<file path="src/rtl/frost32_lsu_pkg.sv">
// Shared types for the FROST32 load/store unit: access encoding, FSM
// states, the latched request record and small classification helpers.
package frost32_lsu_pkg;

    // Load/store encoding as produced by the instruction decoder.
    typedef enum logic [2:0] {
        LD32  = 3'd0,
        LDU16 = 3'd1,
        LDS16 = 3'd2,
        LDU8  = 3'd3,
        LDS8  = 3'd4,
        ST32  = 3'd5,
        ST16  = 3'd6,
        ST8   = 3'd7
    } ldst_type_e;

    typedef enum logic [1:0] {
        LSU_IDLE   = 2'd0,
        LSU_ACCESS = 2'd1,
        LSU_RESP   = 2'd2
    } lsu_state_e;

    typedef enum logic [1:0] {
        SIZE_8  = 2'd0,
        SIZE_16 = 2'd1,
        SIZE_32 = 2'd2
    } access_size_e;

    // Bus cycles an access may wait for mem_ack before it is abandoned.
    localparam int unsigned LSU_TIMEOUT_DEFAULT = 255;

    // Request captured on acceptance and held for the whole access.
    typedef struct packed {
        ldst_type_e  ldst_type;
        logic [31:0] addr;
        logic [31:0] wdata;
        logic [3:0]  rd_index;
    } lsu_req_t;

    function automatic access_size_e access_size(input ldst_type_e t);
        access_size_e s;
        case (t)
            LD32, ST32:         s = SIZE_32;
            LDU16, LDS16, ST16: s = SIZE_16;
            default:            s = SIZE_8;
        endcase
        return s;
    endfunction

    function automatic logic is_store(input ldst_type_e t);
        return (t == ST32) || (t == ST16) || (t == ST8);
    endfunction

    // Words need a 4-byte boundary, halfwords a 2-byte one, bytes anything.
    function automatic logic is_aligned(input ldst_type_e t, input logic [1:0] offset);
        logic ok;
        case (access_size(t))
            SIZE_32: ok = (offset == 2'b00);
            SIZE_16: ok = (offset[0] == 1'b0);
            default: ok = 1'b1;
        endcase
        return ok;
    endfunction

endpackage

</file>
<file path="src/rtl/frost32_lsu_lane.sv">
// Byte-lane logic for the LSU: little-endian byte enables, store data
// replication into every lane, and load lane selection with extension.
module frost32_lsu_lane
    import frost32_lsu_pkg::*;
(
    input  ldst_type_e  ldst_type,
    input  logic [1:0]  offset,
    input  logic [31:0] wdata,
    input  logic [31:0] rdata,
    output logic [3:0]  byte_en,
    output logic [31:0] store_data,
    output logic [31:0] load_data
);

    logic [15:0] half_sel;
    logic [7:0]  byte_sel;

    // Byte enables: full word, the halfword picked by offset[1], or one lane.
    always_comb begin
        byte_en = 4'b0000;
        case (access_size(ldst_type))
            SIZE_32: byte_en = 4'b1111;
            SIZE_16: byte_en = offset[1] ? 4'b1100 : 4'b0011;
            default: byte_en = 4'b0001 << offset;
        endcase
    end

    // Store data copied into every lane so the enables alone pick the bytes.
    always_comb begin
        store_data = wdata;
        case (access_size(ldst_type))
            SIZE_32: store_data = wdata;
            SIZE_16: store_data = {2{wdata[15:0]}};
            default: store_data = {4{wdata[7:0]}};
        endcase
    end

    // Load path: pick the addressed lane(s), then zero- or sign-extend.
    always_comb begin
        half_sel  = offset[1] ? rdata[31:16] : rdata[15:0];
        byte_sel  = rdata[7:0];
        case (offset)
            2'd0:    byte_sel = rdata[7:0];
            2'd1:    byte_sel = rdata[15:8];
            2'd2:    byte_sel = rdata[23:16];
            default: byte_sel = rdata[31:24];
        endcase
        load_data = rdata;
        case (ldst_type)
            LDU16:   load_data = {16'h0000, half_sel};
            LDS16:   load_data = {{16{half_sel[15]}}, half_sel};
            LDU8:    load_data = {24'h000000, byte_sel};
            LDS8:    load_data = {{24{byte_sel[7]}}, byte_sel};
            default: load_data = rdata;
        endcase
    end

endmodule

</file>
<file path="src/rtl/frost32_lsu.sv">
// FROST32 load/store unit: accepts one decoded load/store at a time, runs a
// single memory access with timeout, and reports completion or error.
//
// Request handshake: a request transfers on a rising edge where req_valid
// and req_ready are both high; req_ready is high only in IDLE, so the
// request fields need only be valid in that cycle (they are latched).
module frost32_lsu
    import frost32_lsu_pkg::*;
#(
    parameter int unsigned TIMEOUT_CYCLES = LSU_TIMEOUT_DEFAULT
) (
    input  logic        clk,
    input  logic        rst_n,
    input  logic        req_valid,
    output logic        req_ready,
    input  logic [2:0]  req_ldst_type,
    input  logic [31:0] req_addr,
    input  logic [31:0] req_wdata,
    input  logic [3:0]  req_rd_index,
    output logic        mem_req,
    output logic        mem_we,
    output logic [31:0] mem_addr,
    output logic [3:0]  mem_byte_en,
    output logic [31:0] mem_wdata,
    input  logic        mem_ack,
    input  logic [31:0] mem_rdata,
    output logic        res_valid,
    output logic [31:0] res_data,
    output logic [3:0]  res_rd_index,
    output logic        st_done,
    output logic        err_misalign,
    output logic        err_bus,
    output logic        busy,
    output lsu_state_e  state
);

    // Count value seen on the last permitted ack-less ACCESS cycle.
    localparam logic [7:0] TIMEOUT_LAST = 8'(TIMEOUT_CYCLES - 1);

    lsu_req_t    cur;
    logic [7:0]  timeout_cnt;
    ldst_type_e  in_type;
    logic [3:0]  lane_byte_en;
    logic [31:0] lane_store_data;
    logic [31:0] lane_load_data;

    assign in_type   = ldst_type_e'(req_ldst_type);
    assign req_ready = (state == LSU_IDLE);
    assign busy      = ~req_ready;

    // Lane logic always works on the latched request, so the bus fields
    // and the load extraction stay stable for the whole access.
    frost32_lsu_lane u_lane (
        .ldst_type  (cur.ldst_type),
        .offset     (cur.addr[1:0]),
        .wdata      (cur.wdata),
        .rdata      (mem_rdata),
        .byte_en    (lane_byte_en),
        .store_data (lane_store_data),
        .load_data  (lane_load_data)
    );

    // Bus fields are derived from the registered request and qualified by the
    // registered mem_req, so they are constant while mem_req is high and zero
    // whenever no access is outstanding (including straight after reset).
    always_comb begin
        mem_we      = mem_req & is_store(cur.ldst_type);
        mem_addr    = mem_req ? {cur.addr[31:2], 2'b00} : 32'h0000_0000;
        mem_byte_en = mem_req ? lane_byte_en : 4'b0000;
        mem_wdata   = mem_req ? lane_store_data : 32'h0000_0000;
    end

    // Control FSM: accept, access with timeout, one-cycle response pulse.
    always_ff @(posedge clk or negedge rst_n) begin
        if (!rst_n) begin
            state        <= LSU_IDLE;
            cur          <= '0;
            timeout_cnt  <= 8'd0;
            mem_req      <= 1'b0;
            res_valid    <= 1'b0;
            res_data     <= 32'h0000_0000;
            res_rd_index <= 4'h0;
            st_done      <= 1'b0;
            err_misalign <= 1'b0;
            err_bus      <= 1'b0;
        end else begin
            res_valid    <= 1'b0;
            st_done      <= 1'b0;
            err_misalign <= 1'b0;
            err_bus      <= 1'b0;
            case (state)
                LSU_IDLE: begin
                    if (req_valid) begin
                        if (is_aligned(in_type, req_addr[1:0])) begin
                            cur.ldst_type <= in_type;
                            cur.addr      <= req_addr;
                            cur.wdata     <= req_wdata;
                            cur.rd_index  <= req_rd_index;
                            timeout_cnt   <= 8'd0;
                            mem_req       <= 1'b1;
                            state         <= LSU_ACCESS;
                        end else begin
                            // Misaligned: report directly, never touch the bus.
                            err_misalign <= 1'b1;
                            state        <= LSU_RESP;
                        end
                    end
                end
                LSU_ACCESS: begin
                    if (mem_ack) begin
                        mem_req     <= 1'b0;
                        timeout_cnt <= 8'd0;
                        if (is_store(cur.ldst_type)) begin
                            st_done <= 1'b1;
                        end else begin
                            res_valid    <= 1'b1;
                            res_data     <= lane_load_data;
                            res_rd_index <= cur.rd_index;
                        end
                        state <= LSU_RESP;
                    end else if (timeout_cnt == TIMEOUT_LAST) begin
                        // This is the TIMEOUT_CYCLES-th cycle without an ack.
                        mem_req     <= 1'b0;
                        timeout_cnt <= 8'd0;
                        err_bus     <= 1'b1;
                        state       <= LSU_RESP;
                    end else begin
                        timeout_cnt <= timeout_cnt + 8'd1;
                    end
                end
                LSU_RESP: begin
                    state <= LSU_IDLE;
                end
                default: begin
                    state <= LSU_IDLE;
                end
            endcase
        end
    end

endmodule
</file>
<file path="config.mk">
export PLATFORM = sky130hd
export DESIGN_NAME = frost32_lsu
export DESIGN_NICKNAME = d
export VERILOG_FILES = /design/src/rtl/frost32_lsu_pkg.sv /design/src/rtl/frost32_lsu_lane.sv /design/src/rtl/frost32_lsu.sv
export SDC_FILE = /design/constraint.sdc
export NUM_CORES = 1
export LEC_CHECK = 0
export CORE_MARGIN = 2
export CORE_UTILIZATION = 48
export DETAILED_ROUTE_END_ITERATION = 6
export GPL_ROUTABILITY_DRIVEN = 0
export PLACE_DENSITY = 0.82
export SLEW_MARGIN = 20
export SYNTH_ARGS = -nofsm -noshare
export SYNTH_HDL_FRONTEND = slang
export SYNTH_HIERARCHICAL = 1
export SYNTH_SLANG_ARGS = --single-unit
</file>
<file path="constraint.sdc">
create_clock -name clk -period 3.66 [get_ports clk]
set_clock_uncertainty 0.2 [all_clocks]
set_input_delay 0.732 -clock clk [delete_from_list [all_inputs] [get_ports clk]]
set_output_delay 0.732 -clock clk [all_outputs]
set_load 0.01 [all_outputs]
</file>
After elaboration in Yosys (flattened, before gate mapping) --
Index checks and enable logic that the tools add are counted. W data, S select, Z words.
Cells by class: add/subtract/negate cells 1, reduce and logical (&&, ||, !) cells 17, equal/unequal tests 22, muxes and demuxes 43, shifts and indexed selects 1, bitwise logic cells 4
Operators by type and width (count):
- $pmux W32 S4 | 1
- $mux W32 | 2
- $pmux W32 S2 | 1
- $mux W8 | 4
- $pmux W8 S3 | 1
- $eq A3 B3 Y1 const B | 6
- $mux W1 | 18
- $mux W16 | 1
- $pmux W8 S2 | 1
- $mux W2 | 6
- $pmux W2 S2 | 3
- $eq A3 B2 Y1 const B | 3
- $reduce_and A3 Y1 | 3
- $add A8 B1 Y8 const B | 1
- $eq A2 B1 Y1 const B | 4
- $eq A8 B8 Y1 const B | 1
- $mux W4 | 2
- $pmux W4 S2 | 1
- $eq A2 B2 Y1 const B | 3
- $eq A3 B1 Y1 const B | 2
- $logic_not A2 Y1 | 3
- $logic_not A3 Y1 | 2
- $reduce_or A3 Y1 | 2
- $pmux W1 S2 | 2
- 11 further kinds | 15
Word-level totals: output and inout port bits 114, word-level logic and storage cells 101, register bits 122, input port bits 107

Depth between registers and ports, before layout --
Gate-level depths: netlist of run 1.
depth after elaboration 12, mapped depth 11, mapped depth without buffers 8

Cells and area by module --
Netlist of run 1, hierarchy kept.
Modules (own cells, without submodules):
- frost32_lsu | seq. area each 3052.9 µm², instances 1, area each 5634.2 µm², cells an instance 387
- frost32_lsu_lane | seq. area each 0.0 µm², instances 1, area each 1625.3 µm², cells an instance 237

Least setup slack after synthesis of run 1 --
OpenSTA, ideal clock, no wires.
path kind reg-to-output, start point register cur[70] (netlist name), end point output mem_wdata[10], path buffers 3, cell stages (with the launch flop) 12, setup slack 0.502 ns, required time 2.728 ns, arrival 2.226 ns, path through dfrtp_1 -> buf_6 -> clkbuf_1 -> nor2_1 -> mux2_2 -> inv_1 -> ha_1 -> clkbuf_1 -> nor2_1 -> nor2_1 -> a22o_1 -> and2_1
On the way: cells in the longest elaborated chain, start to end 6, elaborated cells between the ends (all ways) 12, classes of those cells 6 x eq/ne; 3 x mux; 3 x reduce/logical
Ends and longest elaborated chain:
- $eq A3 B3 Y1 (tied with other cells) | RTL line frost32_lsu_pkg.sv:42 | case (t)
- $reduce_or A3 Y1 / $reduce_or A2 Y1 (equally long branches) | RTL line frost32_lsu_pkg.sv:42
- $pmux W2 S2 (*) | RTL line frost32_lsu_pkg.sv:42
- $eq A2 B1 Y1 / $eq A2 B2 Y1 (equally long branches) | RTL line frost32_lsu_lane.sv:31 | case (access_size(ldst_type))
- $pmux W32 S2 (*) | RTL line frost32_lsu_lane.sv:31
- named net lane_store_data[10] | RTL line frost32_lsu.sv:44 | logic [31:0] lane_store_data;
- $mux W32 (*) | RTL line frost32_lsu.sv:70 | mem_wdata = mem_req ? lane_store_data : 32'h0000_0000;
- end: declaration | RTL line frost32_lsu.sv:24 | output logic [31:0] mem_wdata,
Mark *: on every way through the listed nets, which the timed path passes. The rest lies on a longest branch.

Worst setup path in the final report of run 1 --
start point register cur[69] (netlist name), end point output mem_wdata[22]
On the way: cells in the longest elaborated chain, start to end 6, elaborated cells between the ends (all ways) 12, classes of those cells 6 x eq/ne; 3 x mux; 3 x reduce/logical
Ends and longest elaborated chain (RTL line):
- $eq A3 B3 Y1 (tied with other cells) | frost32_lsu_pkg.sv:42
- $reduce_or A3 Y1 / $reduce_or A2 Y1 (equally long branches) | frost32_lsu_pkg.sv:42
- $pmux W2 S2 (*) | frost32_lsu_pkg.sv:42
- $eq A2 B1 Y1 / $eq A2 B2 Y1 (equally long branches) | frost32_lsu_lane.sv:31
- $pmux W32 S2 (*) | frost32_lsu_lane.sv:31
- named net lane_store_data[22] | frost32_lsu.sv:44
- $mux W32 (*) | frost32_lsu.sv:70
Marks and branches as above.

==> results of run 1 <==
==> state kept, by name, indices dropped and copies added (netlist names) <==
signal        cells
cur              71
err_bus           1
err_misalign      1
mem_req           1
res_data         32
res_rd_index      4
res_valid         1
st_done           1
state             2
timeout_cnt       8
==> kinds of logic after synthesis <==
family / after synthesis / share of synthesized area (%)
buffers and inverters: 67 / 6.584
multiplexers: 120 / 23.30
adder cells (fa/ha/maj): 6 / 1.034
AND/OR/NAND/NOR: 183 / 14.51
XOR/XNOR: 2 / 0.2413
other: 1 / 0.05166
AO/OA/AOI/OAI: 123 / 12.22
flip-flops: 122 / 42.05
==> per-layer routing <==
layer	GRT usage (%)	up-vias	wire length [um]
met3	7.705	41	1661
met5	0	-	0
met1	31.36	2848	7945
met4	10.28	0	545
li1	-	2608	-
met2	38.87	305	9411
==> Yosys cell counts, types with 4 or more instances <==
cell	instances	area [um2]
mux2_4	68	1021
a22oi_1	8	60.06
o31ai_1	9	67.56
and2_1	67	419.2
a211o_1	9	78.83
nand3_1	20	100.1
mux2_1	10	112.6
nor2b_1	16	100.1
mux2i_1	4	40.04
a32o_1	8	80.08
buf_12	8	160.2
dfrtp_1	122	3053
ha_1	6	75.07
mux2_2	30	337.8
a211oi_1	8	60.06
a22o_1	17	148.9
mux4_2	8	180.2
buf_2	11	55.05
nor2_1	20	75.07
nand2_1	16	60.06
clkbuf_1	19	71.32
nor3_1	6	30.03
nand2b_1	13	81.33
a21oi_1	9	45.04
buf_4	11	82.58
o21ai_0	40	200.2
buf_6	4	45.04
inv_1	10	37.54
or2_2	10	62.56
==> path summary, 6_finish.rpt <==
kind,cells after the start,to,startpoint
worst max-delay path,9,mem_wdata[22],cur[69]$_DFFE_PN0P_
worst min-delay path,1,timeout_cnt[1]$_DFFE_PN0P_,rst_n
worst max register to register,5,res_data[14]$_DFFE_PN0P_,cur[37]$_DFFE_PN0P_
worst min register to register,1,res_data[6]$_DFFE_PN0P_,res_data[6]$_DFFE_PN0P_
max in group asynchronous,2,cur[9]$_DFFE_PN0P_,rst_n
min in group clk,1,res_data[6]$_DFFE_PN0P_,res_data[6]$_DFFE_PN0P_
==> power groups by stage <==
stage	registers (mW)	clock network, mW	logic [mW]
2_1_floorplan	2.40	0	3.51
3_3_place_gp	2.46	0	5.45
3_5_place_dp	2.49	0	5.58
4_1_cts	2.48	1.90	5.66
5_1_grt	2.57	1.96	6.11
6_report	2.49	1.86	5.71
==> worst reg2reg max path, stage by stage, from the launching register on <==
cell and delay (ps):
dfrtp_1 350, buf_4 270, nor2b_1 870, nor2_1 100
o31ai_1 400, mux2_2 220
==> what timing repair did <==
action | 4_1_cts | 5_1_grt
gates cloned | 0 | 0
setup endpoints to repair | 20 | 21
gates resized for setup | 14 | 5
buffers inserted | 0 | 1
pin swaps | 0 | 0
hold buffers | 0 | 0
==> layout make-up <==
cell class,instances,area (um2)
Clock buffer,18,439.2
Clock inverter,14,219.0
Fill cell,1066,4578
Inverter,11,41.29
Multi-Input combinational cell,436,3760
Sequential cell,122,3053
Tap cell,184,230.2
Timing Repair Buffer,231,2323
==> stage by stage <==
step           worst slack (ps)  utilization, %  power (mW)
2_1_floorplan             502.3               -       5.909
5_1_grt                  -90.93           68.74       10.65
6_report                  42.53           68.74       10.05
3_3_place_gp              318.9           63.94       7.909
4_1_cts                  -96.76           68.58       10.04
3_5_place_dp              203.1           63.94       8.064
==> run summary, run 1 <==
Status = finished, final reports clean
Final Max Tran Viols = 0
Layout cell share with drive strength beyond 1 = 21.51%
Worst Setup Start Kind = register
Yosys reg bits = 122
Routed len/inst = 19.25 um
Worst Hold Class = in2async
Number of non-filler instances in the completed layout = 1016
Vias in the first global route = 5816
Clk network pwr share = 18.5%
Die ar. = 0.01612 mm2
Final #Nets = 932
Leak pwr = 4.459 nW
# port buffers = 218
Vias = 5802
Crit path max fanout = 8
Commonest non-fill, non-tap cell in the layout = clkdlybuf4s50_1
Cell Rows = 44
Area growth from synthesis to layout = 38.66%
Vias per std cell = 5.711
Core area = 0.01464 mm2
CTS root buffer = clkbuf_16
Final critical-path required period = 3617 ps
RSZ-0062 raised after global routing = yes
Critical path buffers and inverters = 3
Setup violations, final = 0
Initial core utilization = 49.57%
Dominant synthesized flop cell = dfrtp_1
# IOs = 221
Worst Tran Pin Value = 1037 ps
Maximum VDD drop = 443.9 uV
Mapped cell area = 0.007259 mm2
Ys async rst share = 100.0%
WP data required = 2730 ps
Longest Clk Path Bufs = 2
CP endpoint kind = output pin
DP Area = 0.009364 mm2
Setup TNS = 0 ps
Pint = 6.460 mW
Comb pwr share = 56.8%
Cell Chain, Critical Path = nor2_1, mux2_2, inv_1, ha_2, nor2b_1, buf_4, a22o_1, and2_1, clkdlybuf4s50_1
Worst path slowest cell = clkdlybuf4s50_1
Fmax = 276.4 MHz
Post-route ant nets = 0
CP delay by family, top = buffers and inverters
Synthesized area per cell = 11.63 um2
Final Hold Vio Count = 0
Worst hold slack = 177.8 ps
Max_slew headroom = 30.69%
Drt initial violations = 590
Congestion Overflow GR = 0
CTS tree = built
Clock slew at reported path FFs = 60 ps
Flop pwr share = 24.7%
Clk sink count = 122
Final HPWL DP = 14.01 mm
PwrDens = 998.7 mW/mm2
CP Class = reg2out
N_diodes = 0
Sequential share of the synthesized area = 42.05%
Library cells used by synthesis = 56
GRT Util Overall = 24.54%
Dpl cells = 983
Die W = 127.0 um
CTS Buf Count = 17
Warning count from the yosys run = 6
Worst path max stage delay = 480 ps
Initial antenna violation count = 0
Largest net degree at the start of global routing = 69
Synthesized instance count = 624
Final WL = 19.56 mm
Clk Latency, worst-skew pair = 410 ps
Die Height = 127.0 um
Post-synth EDFFs = 0
Iteration count of the initial detailed-routing pass = 5
DRC Markers = 0
First-pass GRT wire length = 31.08 mm
Fin crit share = 98.84%
FF-to-FF setup slack = 1180 ps
Final instance area = 0.01007 mm2
NetSw = 3.593 mW
Sw Ratio = 35.74%
Worst Path Arrival = 2690 ps
Max-cap violations = 0
Most frequent cells in the layout = 212 x clkdlybuf4s50_1, 122 x dfrtp_1, 68 x mux2_4
CTS H-tree lvls = 4
(Power assumes the default switching activity.)
==> inputs of run 2 (changes only) <==
Settings changed: MAX_ROUTING_LAYER from default to met4.
==> run 2 against run 1 <==
Effect of this change:
- total power hardly changed
- final cell count stayed put
- sequential share of layout area stayed put
- largest cell class unchanged
- core utilization stayed put
- setup slack worse by 1.2 ps
- clock power hardly changed
==> run summary, run 2 (same netlist as run 1, synthesis figures left out) <==
Status = finished, final reports clean
Routed len/inst = 19.28 um (+0.15%)
Post-route ant nets = 0 (unchanged)
Critical Path End = mem_wdata[22]
CTS root buffer = clkbuf_16
Congestion Overflow GR = 0 (unchanged)
Util after Layout = 68.74% (unchanged)
Crit path max fanout = 8 (unchanged)
Flip-flop count of the largest register after layout = 71 (unchanged)
Iteration count of the initial detailed-routing pass = 5 (unchanged)
Initial core utilization = 49.57% (unchanged)
Reg2reg end = res_data[16]$_DFFE_PN0P_
Largest regs = cur (71), res_data (32), timeout_cnt (8)
PwrDens = 998.5 mW/mm2 (about the same)
Setup violations, final = 0 (unchanged)
Final critical-path required period = 3619 ps (+1.187 ps)
Vias per std cell = 5.742 (+0.55%)
Cell Rows = 44 (unchanged)
CP Class = reg2out
Drt initial violations = 581 (-1.5%)
Worst setup margin = 41.34 ps (-1.187 ps)
Worst Setup Start Kind = register
# port buffers = 218 (unchanged)
Final #Nets = 932 (unchanged)
Worst r2r src = cur[69]$_DFFE_PN0P_
Vias = 5834 (+0.55%)
# IOs = 221 (unchanged)
Crit. Startpoint = cur[69]$_DFFE_PN0P_
Setup Slack @ Placement = 203.1 ps (unchanged)
Most flops, register = cur
Die ar. = 0.01612 mm2 (unchanged)
Core area = 0.01464 mm2 (unchanged)
Longest Clk Path Bufs = 2 (unchanged)
Worst Path Arrival = 2690 ps (about the same)
Commonest non-fill, non-tap cell in the layout = clkdlybuf4s50_1
CTS tree = built
FILL cells = 1066 (unchanged)
Max_slew headroom = 34.81% (+4.1 points)
Clock slew at reported path FFs = 60 ps (about the same)
Dpl cells = 983 (unchanged)
Final HPWL DP = 14.01 mm (unchanged)
Die Height = 127.0 um (unchanged)
Fmax = 276.3 MHz (about the same)
WP data required = 2730 ps (about the same)
Area growth from synthesis to layout = 38.66% (unchanged)
Die W = 127.0 um (unchanged)
Final Max Tran Viols = 0 (unchanged)
Maximum VDD drop = 442.5 uV (-0.31%)
N_diodes = 0 (unchanged)
Final Hold Vio Count = 0 (unchanged)
CTS Buf Count = 17 (unchanged)
Layout cell share with drive strength beyond 1 = 21.51% (unchanged)
Number of non-filler instances in the completed layout = 1016 (unchanged)
Design Power = 10.05 mW (about the same)
FF-to-FF setup slack = 1180 ps (about the same)
CTS H-tree lvls = 4 (unchanged)
RSZ-0062 raised after global routing = yes
Worst Tran Pin Value = 975.9 ps (-61.58 ps)
Leak pwr = 4.459 nW (unchanged)
Most frequent cells in the layout = 212 x clkdlybuf4s50_1, 122 x dfrtp_1, 68 x mux2_4
Clk sink count = 122 (unchanged)
Initial antenna violation count = 0 (unchanged)
Final WL = 19.59 mm (+0.15%)
CP endpoint kind = output pin
Largest net degree at the start of global routing = 69 (unchanged)
GRT Util Overall = 25.26% (+0.72 points)
Worst hold slack = 172.5 ps (-5.302 ps)
R2R depth = 5 (unchanged)
Vias in the first global route = 5848 (+0.55%)
DRC Markers = 0 (unchanged)
Fin crit share = 98.87% (about the same)
Clk Latency, worst-skew pair = 410 ps (about the same)
First-pass GRT wire length = 31.00 mm (-0.24%)
Max-cap violations = 0 (unchanged)
Worst Hold Class = in2async
==> run 2: cell counts in the layout (fill, tap and decap cells not counted) <==
No cell type changed its count.
==> run 2: final cells by class <==
| cell class | instances | area, um2 | share of cell area (%) |
|---|---|---|---|
| inverter | 11 | 41.29 | 0.4102 |
| clock buffer | 18 | 439.2 | 4.363 |
| sequential | 122 | 3053 | 30.33 |
| multi-input combinational | 436 | 3760 | 37.35 |
| timing repair buffer | 231 | 2323 | 23.08 |
| clock inverter | 14 | 219.0 | 2.175 |
| tap | 184 | 230.2 | 2.287 |
==> run 2: critical path, cell delays in order (launching register included) <==
cell and delay, ps:
dfrtp_1 410, nor2_1 120, mux2_2 180, inv_1 40, ha_2 420, nor2b_1 70, buf_4 170, a22o_1 230
and2_1 150, clkdlybuf4s50_1 480
==> run 2: worst min path at each step <==
stage,from,cells after the start,slack [ps],to
floorplan,rst_n,0,240,cur[0]$_DFFE_PN0P_
global placement,res_data[6]$_DFFE_PN0P_,1,280,res_data[6]$_DFFE_PN0P_
detailed placement,res_data[18]$_DFFE_PN0P_,1,280,res_data[18]$_DFFE_PN0P_
CTS,rst_n,1,200,state[1]$_DFFE_PN0P_
global route,rst_n,1,240,timeout_cnt[1]$_DFFE_PN0P_
finish,rst_n,1,170,timeout_cnt[1]$_DFFE_PN0P_
==> run 2: per-stage QoR <==
| stage | setup TNS, ps | cell area, um2 |
|---|---|---|
| final | 0 | 10070 |
| after global routing | -893.7 | 10070 |
| after CTS | -113.0 | 10040 |
| after floorplan | 0 | 7263 |
| after detailed placement | 0 | 9364 |
| after global placement | 0 | 9364 |
==> run 2: layer usage <==
layer / share of wire (%) / global-route usage (%) / routed length, um / vias to the layer above
li1: - / - / - / 2606
met4: 3.3 / 10.41 / 647 / 0
met5: 0 / - / 0 / -
met2: 47 / 38.58 / 9289 / 325
met1: 41 / 32.05 / 8101 / 2844
met3: 7.9 / 6.868 / 1555 / 59
==> run 2: power by group <==
part           internal (mW)  total, mW  switching [mW]
logic                   3.26       5.70            2.44
registers               1.97       2.49           0.515
clock network           1.23       1.86           0.634
total                   6.46       10.1            3.59
==> run 2: timing repair <==
item | CTS | global route
hold buffers | 0 | 0
buffers inserted | 0 | 1
endpoints found under the hold margin | 0 | 0
cloned | 0 | 0
resized for setup | 14 | 5
setup endpoints to repair | 20 | 21
==> inputs of run 3 (changes only) <==
Settings changed: CORE_MARGIN 2 to 3, CORE_UTILIZATION 48 to 47, SYNTH_HIERARCHICAL 1 to default.
==> run 3 against run 2 <==
Effect of this change:
- via count down 0.77%
- die area down 3.3%
- largest power group unchanged
- hold slack better by 16 ps
- global-route usage up 0.11 points
- core utilization up 3.1 points
- critical path type unchanged
==> run summary, run 3 <==
Status = finished, final reports clean
CP delay by family, top = simple AND/OR/NAND/NOR gates
Final #Nets = 961 (+3.1%)
Largest family of logic cells by synthesized area = multiplexers
Library cells used by synthesis = 60 (+7.1%)
Worst path slowest cell = clkdlybuf4s50_1
Final HPWL DP = 13.96 mm (-0.35%)
Worst Path Arrival = 2610 ps (-80 ps)
Congestion Overflow GR = 0 (unchanged)
Die Height = 124.9 um (-1.7%)
Post-route ant nets = 0 (unchanged)
# IOs = 221 (unchanged)
CP Class = reg2out
Final critical-path required period = 3546 ps (-72.96 ps)
Top-count cell post-synth = dfrtp_1
Die ar. = 0.01559 mm2 (-3.3%)
CTS H-tree lvls = 4 (unchanged)
Crit path max fanout = 9 (+1)
Most flops, register = cur
Worst Tran Pin Value = 859.1 ps (-116.7 ps)
CP endpoint kind = output pin
Max_slew headroom = 42.44% (+7.6 points)
N_diodes = 0 (unchanged)
Fin crit share = 96.88% (-2.0 points)
Yosys reg bits = 122 (unchanged)
Largest regs = cur (71), res_data (32), timeout_cnt (8)
Post-Synth Adder-Cell Area = 1.282% (+0.25 points)
Vias in the first global route = 5770 (-1.3%)
Setup violations, final = 0 (unchanged)
Xor/xnor share of the synthesized area = 0.6408% (+0.40 points)
Mux cell area share after synthesis = 17.58% (-5.7 points)
Crit. Startpoint = cur[68]$_DFFE_PN0P_
Top post-synthesis cells by area = dfrtp_1 46%, mux2_4 15%, nand2_1 4.7%
FILL cells = 925 (-13%)
Final WL = 19.61 mm (about the same)
Vias per std cell = 5.582 (-2.8%)
Fmax = 282.0 MHz (+2.1%)
Initial core utilization = 49.16% (-0.42 points)
Synthesized instance count = 626 (+0.32%)
Sequential share of the synthesized area = 45.99% (+3.9 points)
Clk sink count = 122 (unchanged)
Post-synth EDFFs = 0 (unchanged)
Post-synth top area share = 45.99% (+3.9 points)
Dominant synthesized flop cell = dfrtp_1
Critical path buffers and inverters = 2 (-1)
CP dominant cell by count = nor2b_1
Worst path max stage delay = 540 ps (+60 ps)
Routed len/inst = 18.91 um (-1.9%)
Final Hold Vio Count = 0 (unchanged)
Clock slew at reported path FFs = 60 ps (about the same)
Cell Chain, Critical Path = nor2b_2, nor3_4, ha_4, nor2b_1, buf_6, a22oi_1, nor2b_1, clkdlybuf4s50_1
Stages on worst setup path = 8 (-1)
Largest net degree at the start of global routing = 69 (unchanged)
Most frequent cells in the layout = 195 x clkdlybuf4s50_1, 121 x dfrtp_1, 83 x nand2_1
Iteration count of the initial detailed-routing pass = 5 (unchanged)
CTS root buffer = clkbuf_16
Vias = 5789 (-0.77%)
CTS Buf Count = 17 (unchanged)
First-pass GRT wire length = 30.77 mm (-0.75%)
Longest Clk Path Bufs = 2 (unchanged)
Flip-flop count of the largest register after layout = 71 (unchanged)
Worst hold slack = 188.0 ps (+15.52 ps)
Synth top cells by count = 122 x dfrtp_1, 83 x nand2_1, 68 x mux2_4
Mapped cell area = 0.006639 mm2 (-8.5%)
Post-synth top area cell = dfrtp_1
Cell Rows = 42 (-4.5%)
Leak pwr = 4.539 nW (+1.8%)
PwrDens = 986.9 mW/mm2 (-1.2%)
DRC Markers = 0 (unchanged)
Warning count from the yosys run = 0 (-6)
Layout cell share with drive strength beyond 1 = 16.96% (-4.6 points)
Ys async rst share = 100.0% (unchanged)
Reg2reg end = res_data[11]$_DFFE_PN0P_
Final Max Tran Viols = 0 (unchanged)
Area growth from synthesis to layout = 46.21%
Worst setup margin = 114.3 ps (+72.96 ps)
Core area = 0.01351 mm2 (-7.8%)
Max-cap violations = 0 (unchanged)
Worst Setup Start Kind = register
FF-to-FF setup slack = 1240 ps (+60 ps)
Die W = 124.9 um (-1.7%)
Initial antenna violation count = 0 (unchanged)
Simple-gate share of the synthesized area = 16.45% (+1.9 points)
R2R depth = 5 (unchanged)
Commonest non-fill, non-tap cell in the layout = clkdlybuf4s50_1
Worst r2r src = cur[37]$_DFFE_PN0P_
Critical Path End = mem_wdata[18]
Worst Hold Class = in2async
Synthesized area per cell = 10.61 um2 (-8.8%)
Drt initial violations = 561 (-3.4%)
Setup Slack @ Placement = 134.9 ps (-68.25 ps)
Clk Latency, worst-skew pair = 410 ps (about the same)
CTS tree = built
Maximum VDD drop = 657.2 uV (+49%)
# port buffers = 218 (unchanged)
GRT Util Overall = 25.37% (+0.11 points)
Synth Area in Compound Gates = 13.06% (+0.84 points)
WP data required = 2730 ps (about the same)
## run 3: worst min path at each step
stage / to / cells past startpoint / from / slack [ps]
after detailed placement: res_rd_index[2]$_DFFE_PN0P_ / 2 / cur[2]$_DFFE_PN0P_ / 260
after CTS: cur[0]$_DFFE_PN0P_ / 1 / rst_n / 210
final: cur[44]$_DFFE_PN0P_ / 1 / rst_n / 190
after floorplan: cur[0]$_DFFE_PN0P_ / 0 / rst_n / 240
after global placement: res_rd_index[0]$_DFFE_PN0P_ / 2 / cur[0]$_DFFE_PN0P_ / 250
after global routing: res_rd_index[1]$_DFFE_PN0P_ / 1 / rst_n / 240
## run 3: logic make-up (layout without fill, tap and decap cells)
family,count (synthesis),count (layout)
compound gates,125,125
other cells,1,2
buf+inv,64,298
mux,81,81
flops,122,122
fa+ha+maj,7,7
simple gates,222,222
xor+xnor,4,4
## run 3: final cells by class
cell class / instances / area (um2) / share of cell area [%]
inverters: 24 / 90.09 / 0.9281
clock buffers: 19 / 442.9 / 4.563
clock inverters: 13 / 145.1 / 1.495
well taps: 176 / 220.2 / 2.269
repair buffers: 242 / 2442 / 25.16
multi-input cells: 441 / 3312 / 34.12
flip-flops and latches: 122 / 3054 / 31.46
## run 3: report_power, final
group	internal [mW]	switching, mW	leakage [nW]
registers	2.00	0.530	1.45
logic	2.93	2.47	2.81
clock network	1.02	0.634	0.280
## run 3: per-layer routing
layer	global-route usage (%)	share of wire (%)	routed length [um]
met1	30.49	41	7963
met2	40.55	49	9662
met3	6.132	7.2	1403
met4	11.73	3.0	582
met5	-	0	0
## run 3: timing repair
| action | in CTS | in global routing |
|---|---|---|
| buffers inserted | 0 | 5 |
| pin swaps | 1 | 1 |
| setup endpoints to repair | 28 | 25 |
| hold buffers | 0 | 0 |
| gates cloned | 0 | 0 |
| gates resized for setup | 16 | 25 |
## run 3: stage by stage
step           instances  area (um2)  setup TNS, ps  power (mW)  utilization [%]
6_report            1037        9707              0       9.579            71.87
2_1_floorplan        627        6643              0       5.393                -
4_1_cts             1032        9615              0       9.512            71.20
3_3_place_gp        1000        9006              0       7.638            66.69
3_5_place_dp        1000        9006              0       7.759            66.69
5_1_grt             1037        9707         -39.91       10.14            71.87
==> RTL edit 1 (settings of run 1) <==
Register the output `err_bus` once more; this adds one clock of latency there. The other outputs are not delayed to match.
--- a/src/rtl/frost32_lsu.sv
+++ b/src/rtl/frost32_lsu.sv
@@ -38,2 +38,4 @@
     localparam logic [7:0] TIMEOUT_LAST = 8'(TIMEOUT_CYCLES - 1);
+
+    logic err_bus_s0;
 
@@ -84,3 +86,3 @@
             err_misalign <= 1'b0;
-            err_bus      <= 1'b0;
+            err_bus_s0   <= 1'b0;
         end else begin
@@ -89,3 +91,3 @@
             err_misalign <= 1'b0;
-            err_bus      <= 1'b0;
+            err_bus_s0   <= 1'b0;
             case (state)
@@ -124,3 +126,3 @@
                         timeout_cnt <= 8'd0;
-                        err_bus     <= 1'b1;
+                        err_bus_s0  <= 1'b1;
                         state       <= LSU_RESP;
@@ -140,2 +142,6 @@
 
+    always_ff @(posedge clk) begin
+        err_bus <= err_bus_s0;
+    end
+
 endmodule
Formal check against the unedited RTL: same outputs for any inputs over 4 cycles, from zero or initial values and one cycle with rst_n low; that may be too few to reach the edited logic, so the function may still have changed.
==> RTL edit 1 against run 1 <==
Sequential share of layout area decreased by 0.38 points; cell area increased by 1.9%; area after synthesis increased by 0.28%; via count increased by 1.2%; power increased by 2.0%; cell count increased by 2.0%; core utilization decreased by 0.48 points; sequential cell count increased by 1; global-route usage about the same; wire length increased by 1.4%; setup slack improved by 0.0057 ns; critical path type unchanged; largest cell class unchanged.
==> RTL edit 1: results (changes against run 1) <==
Outcome: complete, no violations
Total power after layout: 0.0102 W (+2.0%)
Commonest non-fill, non-tap cell in the layout: clkdlybuf4s50_1
Crit path max-delay cell type: clkdlybuf4s50_1
Worst hold-check path type: reg -> reg
Synth warn: 6 (unchanged)
Sequential area share after synthesis: 0.422 (+0.00159)
Port bufs: 218 (unchanged)
Sequential power: 0.00249 W (about the same)
Critical path peak fanout: 8 (unchanged)
Clk_lat worst skew: 0.41 ns (about the same)
Clk buf depth: 2 (unchanged)
Top cells by count, synth: dfrtp_1, mux2_4, and2_1
Via count: 5871 (+1.2%)
First-pass GRT wire length: 31100 um (about the same)
Pleak: 4.77 nW (+7.1%)
Post-CTS sizing: 11 (-3)
Final Net Count: 948 (+1.7%)
Antenna violations before repair: 0 (unchanged)
Reg-to-Reg End: res_data[23]
Clock-pin slew on the worst setup and hold paths: 0.06 ns (about the same)
Placement-stage cell area: 0.00946 sq mm (+1.1%)
FILL cells: 1049 (-1.6%)
Family with the most delay on the worst path: buffers and inverters
Root buffer cell: clkbuf_16
1st-pass router iterations: 7 (+2)
Pin count of the biggest net entering global routing: 70 (+1.4%)
H-Tree Depth: 4 (unchanged)
Ant diodes: 0 (unchanged)
GRT Overall Usage: 0.246 (+0.000318)
CP peak stage delay: 0.48 ns (about the same)
R2R cell count: 5 (unchanged)
Layout cells sized above 1: 0.226 (+0.0113)
Setup WS pre-CTS: 0.184 ns (-0.0186 ns)
Flop2flop setup slack: 1.16 ns (-0.02 ns)
Post-CTS Setup Inserts: 3 (+3)
Synth top area cells: dfrtp_1, mux2_4, and2_1, mux2_2, o21ai_0
Async set-reset flop share out of synthesis: 0.992 (-0.00813)
R2r startpoint: cur[70]
DRT iter0 DRCs: 548 (-7.1%)
Post-DP HPWL: 14200 um (+1.2%)
Clock power frac: 0.181 (-0.004)
Top Registers: cur x71, res_data x32, timeout_cnt x8
CP arrival: 2.68 ns (about the same)
Synth cell types: 57 (+1.8%)
Slew Viols, Final: 0 (unchanged)
Final WL: 19800 um (+1.4%)
Switching power total: 0.00365 W (+1.7%)
Crit path from: cur[68]
Avg Inst Size Synth: 11.6 sq um (+0.12%)
Dpl cells: 998 (+1.5%)
Crit path to: mem_byte_en[0]
Worst IR Drop VDD: 529 uV (+19%)
Wire per inst: 19.1 um (-0.55%)
FMAX: 0.277 GHz (+0.16%)
Slew @ Worst Pin: 1.06 ns (+0.0244 ns)
TritonCTS buffer count: 17 (unchanged)
[RTL edit 1: changes by cell type after synthesis]
cell and change:
dfxtp_1 +1
[RTL edit 1: cell type report]
type | count | area (sq um) | share of cell area
Tap cell | 188 | 235 | 0.0229
Multi-Input combinational cell | 436 | 3790 | 0.369
Sequential cell | 123 | 3070 | 0.299
Inverter | 11 | 41.3 | 0.00402
Clock inverter | 9 | 184 | 0.0179
Clock buffer | 23 | 468 | 0.0456
Timing Repair Buffer | 246 | 2470 | 0.241
[RTL edit 1: logic make-up (layout without fill, tap and decap cells)]
| group | Yosys count | after routing | synth area share |
|---|---|---|---|
| XOR/XNOR | 2 | 2 | 0.00241 |
| AO/OA/AOI/OAI | 123 | 123 | 0.122 |
| adder cells (fa/ha/maj) | 6 | 6 | 0.0103 |
| AND/OR/NAND/NOR | 183 | 183 | 0.145 |
| buffers and inverters | 67 | 289 | 0.0657 |
| flip-flops | 123 | 123 | 0.422 |
| other | 1 | 2 | 0.000515 |
| multiplexers | 120 | 120 | 0.232 |
[RTL edit 1: worst min-delay path by stage]
stage,start,endpoint,slack (ns),cells after the start
final,err_bus_s0,err_bus,0.14,0
after global routing,err_bus_s0,err_bus,0.17,0
after CTS,err_bus_s0,err_bus,0.14,0
after detailed placement,err_bus_s0,err_bus,0.13,0
after global placement,err_bus_s0,err_bus,0.13,0
after floorplan,err_bus_s0,err_bus,0.12,0
[RTL edit 1: worst reg2reg max path, cell delays in order (launching register included)]
cell and delay [ns]:
dfrtp_1 0.40, buf_4 0.30, nand2b_1 0.60, a211o_2 0.42, nand3_1 0.14, mux2_1 0.32
[RTL edit 1: layer usage]
metal  track usage  wire, um
met1         0.300      7990
met2         0.409      9770
met3        0.0716      1440
met4         0.105       639
met5             0         0
==> RTL edit 2 (settings of run 1) <==
Without the edit above. Change the package constant `LSU_TIMEOUT_DEFAULT` from 255 to 191.
--- a/src/rtl/frost32_lsu_pkg.sv
+++ b/src/rtl/frost32_lsu_pkg.sv
@@ -29,3 +29,3 @@
     // Bus cycles an access may wait for mem_ack before it is abandoned.
-    localparam int unsigned LSU_TIMEOUT_DEFAULT = 255;
+    localparam int unsigned LSU_TIMEOUT_DEFAULT = 191;
 
Formal check against the unedited RTL: same outputs for any inputs over 4 cycles, from zero or initial values and one cycle with rst_n low; that may be too few to reach the edited logic, so the function may still have changed.
==> RTL edit 2 against run 1 <==
Clock power decreased by 3%; cell area rose by 0.41%; register-to-register slack gained 0.12 ns; highest routed layer unchanged; largest cell class unchanged; wire length is 2.2% lower; sequential cell count is the same; sequential share of layout area shrank 0.12 points; critical path type unchanged; power fell by 1.2%; area after synthesis decreased by 1.3%; setup slack gained 0.061 ns; hold slack worse by 0.015 ns.
==> RTL edit 2: results (changes against run 1) <==
Outcome: complete, no violations
Synth top area cells: dfrtp_1, mux2_4, mux2_1, and2_1, o21ai_0
Met2 WL: 9240 um (-1.9%)
Post-layout minimum cycle time: 3.56 ns (-0.0615 ns)
GR Util met1: 0.315 (+0.00145)
Slew @ Worst Pin: 0.988 ns (-0.0491 ns)
Switch share: 0.360 (+0.00278)
Via density: 5.63 (-1.4%)
Sequential area share after synthesis: 0.426 (+0.00543)
GRT Overall Usage: 0.241 (-0.00492)
DRT iter0 DRCs: 577 (-2.2%)
First-pass GRT wire length: 30400 um (-2.3%)
Pleak: 4.71 nW (+5.7%)
Final WL: 19100 um (-2.2%)
GRT met2 Usage: 0.383 (-0.00538)
Total grt overflow: 0 (unchanged)
Placement-stage cell area: 0.00938 sq mm (+0.21%)
Layout cells sized above 1: 0.178 (-0.0370)
Post-CTS sizing: 11 (-3)
Flop2flop setup slack: 1.30 ns (+0.12 ns)
Global-route track usage on met3: 0.0535 (-0.0235)
Synth cell types: 55 (-1.8%)
Critical path peak fanout: 7 (-1)
Crit path from: cur[68]
Reg-to-Reg End: res_data[5]
Vias in the first global route: 5916 (+1.7%)
Post-Syn Instances: 629 (+0.80%)
Combinational Power Share: 0.571 (+0.003)
Wl on met1: 7930 um (-0.25%)
Post-CTS Setup Inserts: 1 (+1)
Setup WS pre-CTS: 0.163 ns (-0.0406 ns)
Crit path to: mem_byte_en[0]
Top cells by count, synth: dfrtp_1, and2_1, mux2_4
-- RTL edit 2: cell count changes in the layout (fill, tap and decap cells not counted), sizes merged, moves of 4 or more --
cell	change
clkdlybuf4s50	-13
dlymetal6s2s	+11
buf	+5
nand2	+5
o21ai	-4
-- RTL edit 2: cells by family (layout without fill, tap and decap cells) --
group / after synthesis / after routing / synth area share
other cells: 1 / 2 / 0.000523
flops: 122 / 122 / 0.426
simple gates: 186 / 186 / 0.148
compound gates: 125 / 125 / 0.122
buf+inv: 69 / 281 / 0.0574
mux: 119 / 119 / 0.235
xor+xnor: 1 / 1 / 0.00122
fa+ha+maj: 6 / 6 / 0.0105
-- RTL edit 2: cell type report --
type                    count  area (sq um)
fillers                  1025          4430
inverters                  13          48.8
flip-flops and latches    122          3050
well taps                 184           230
repair buffers            236          2390
clock buffers              19           453
clock inverters            13           191
multi-input cells         439          3740
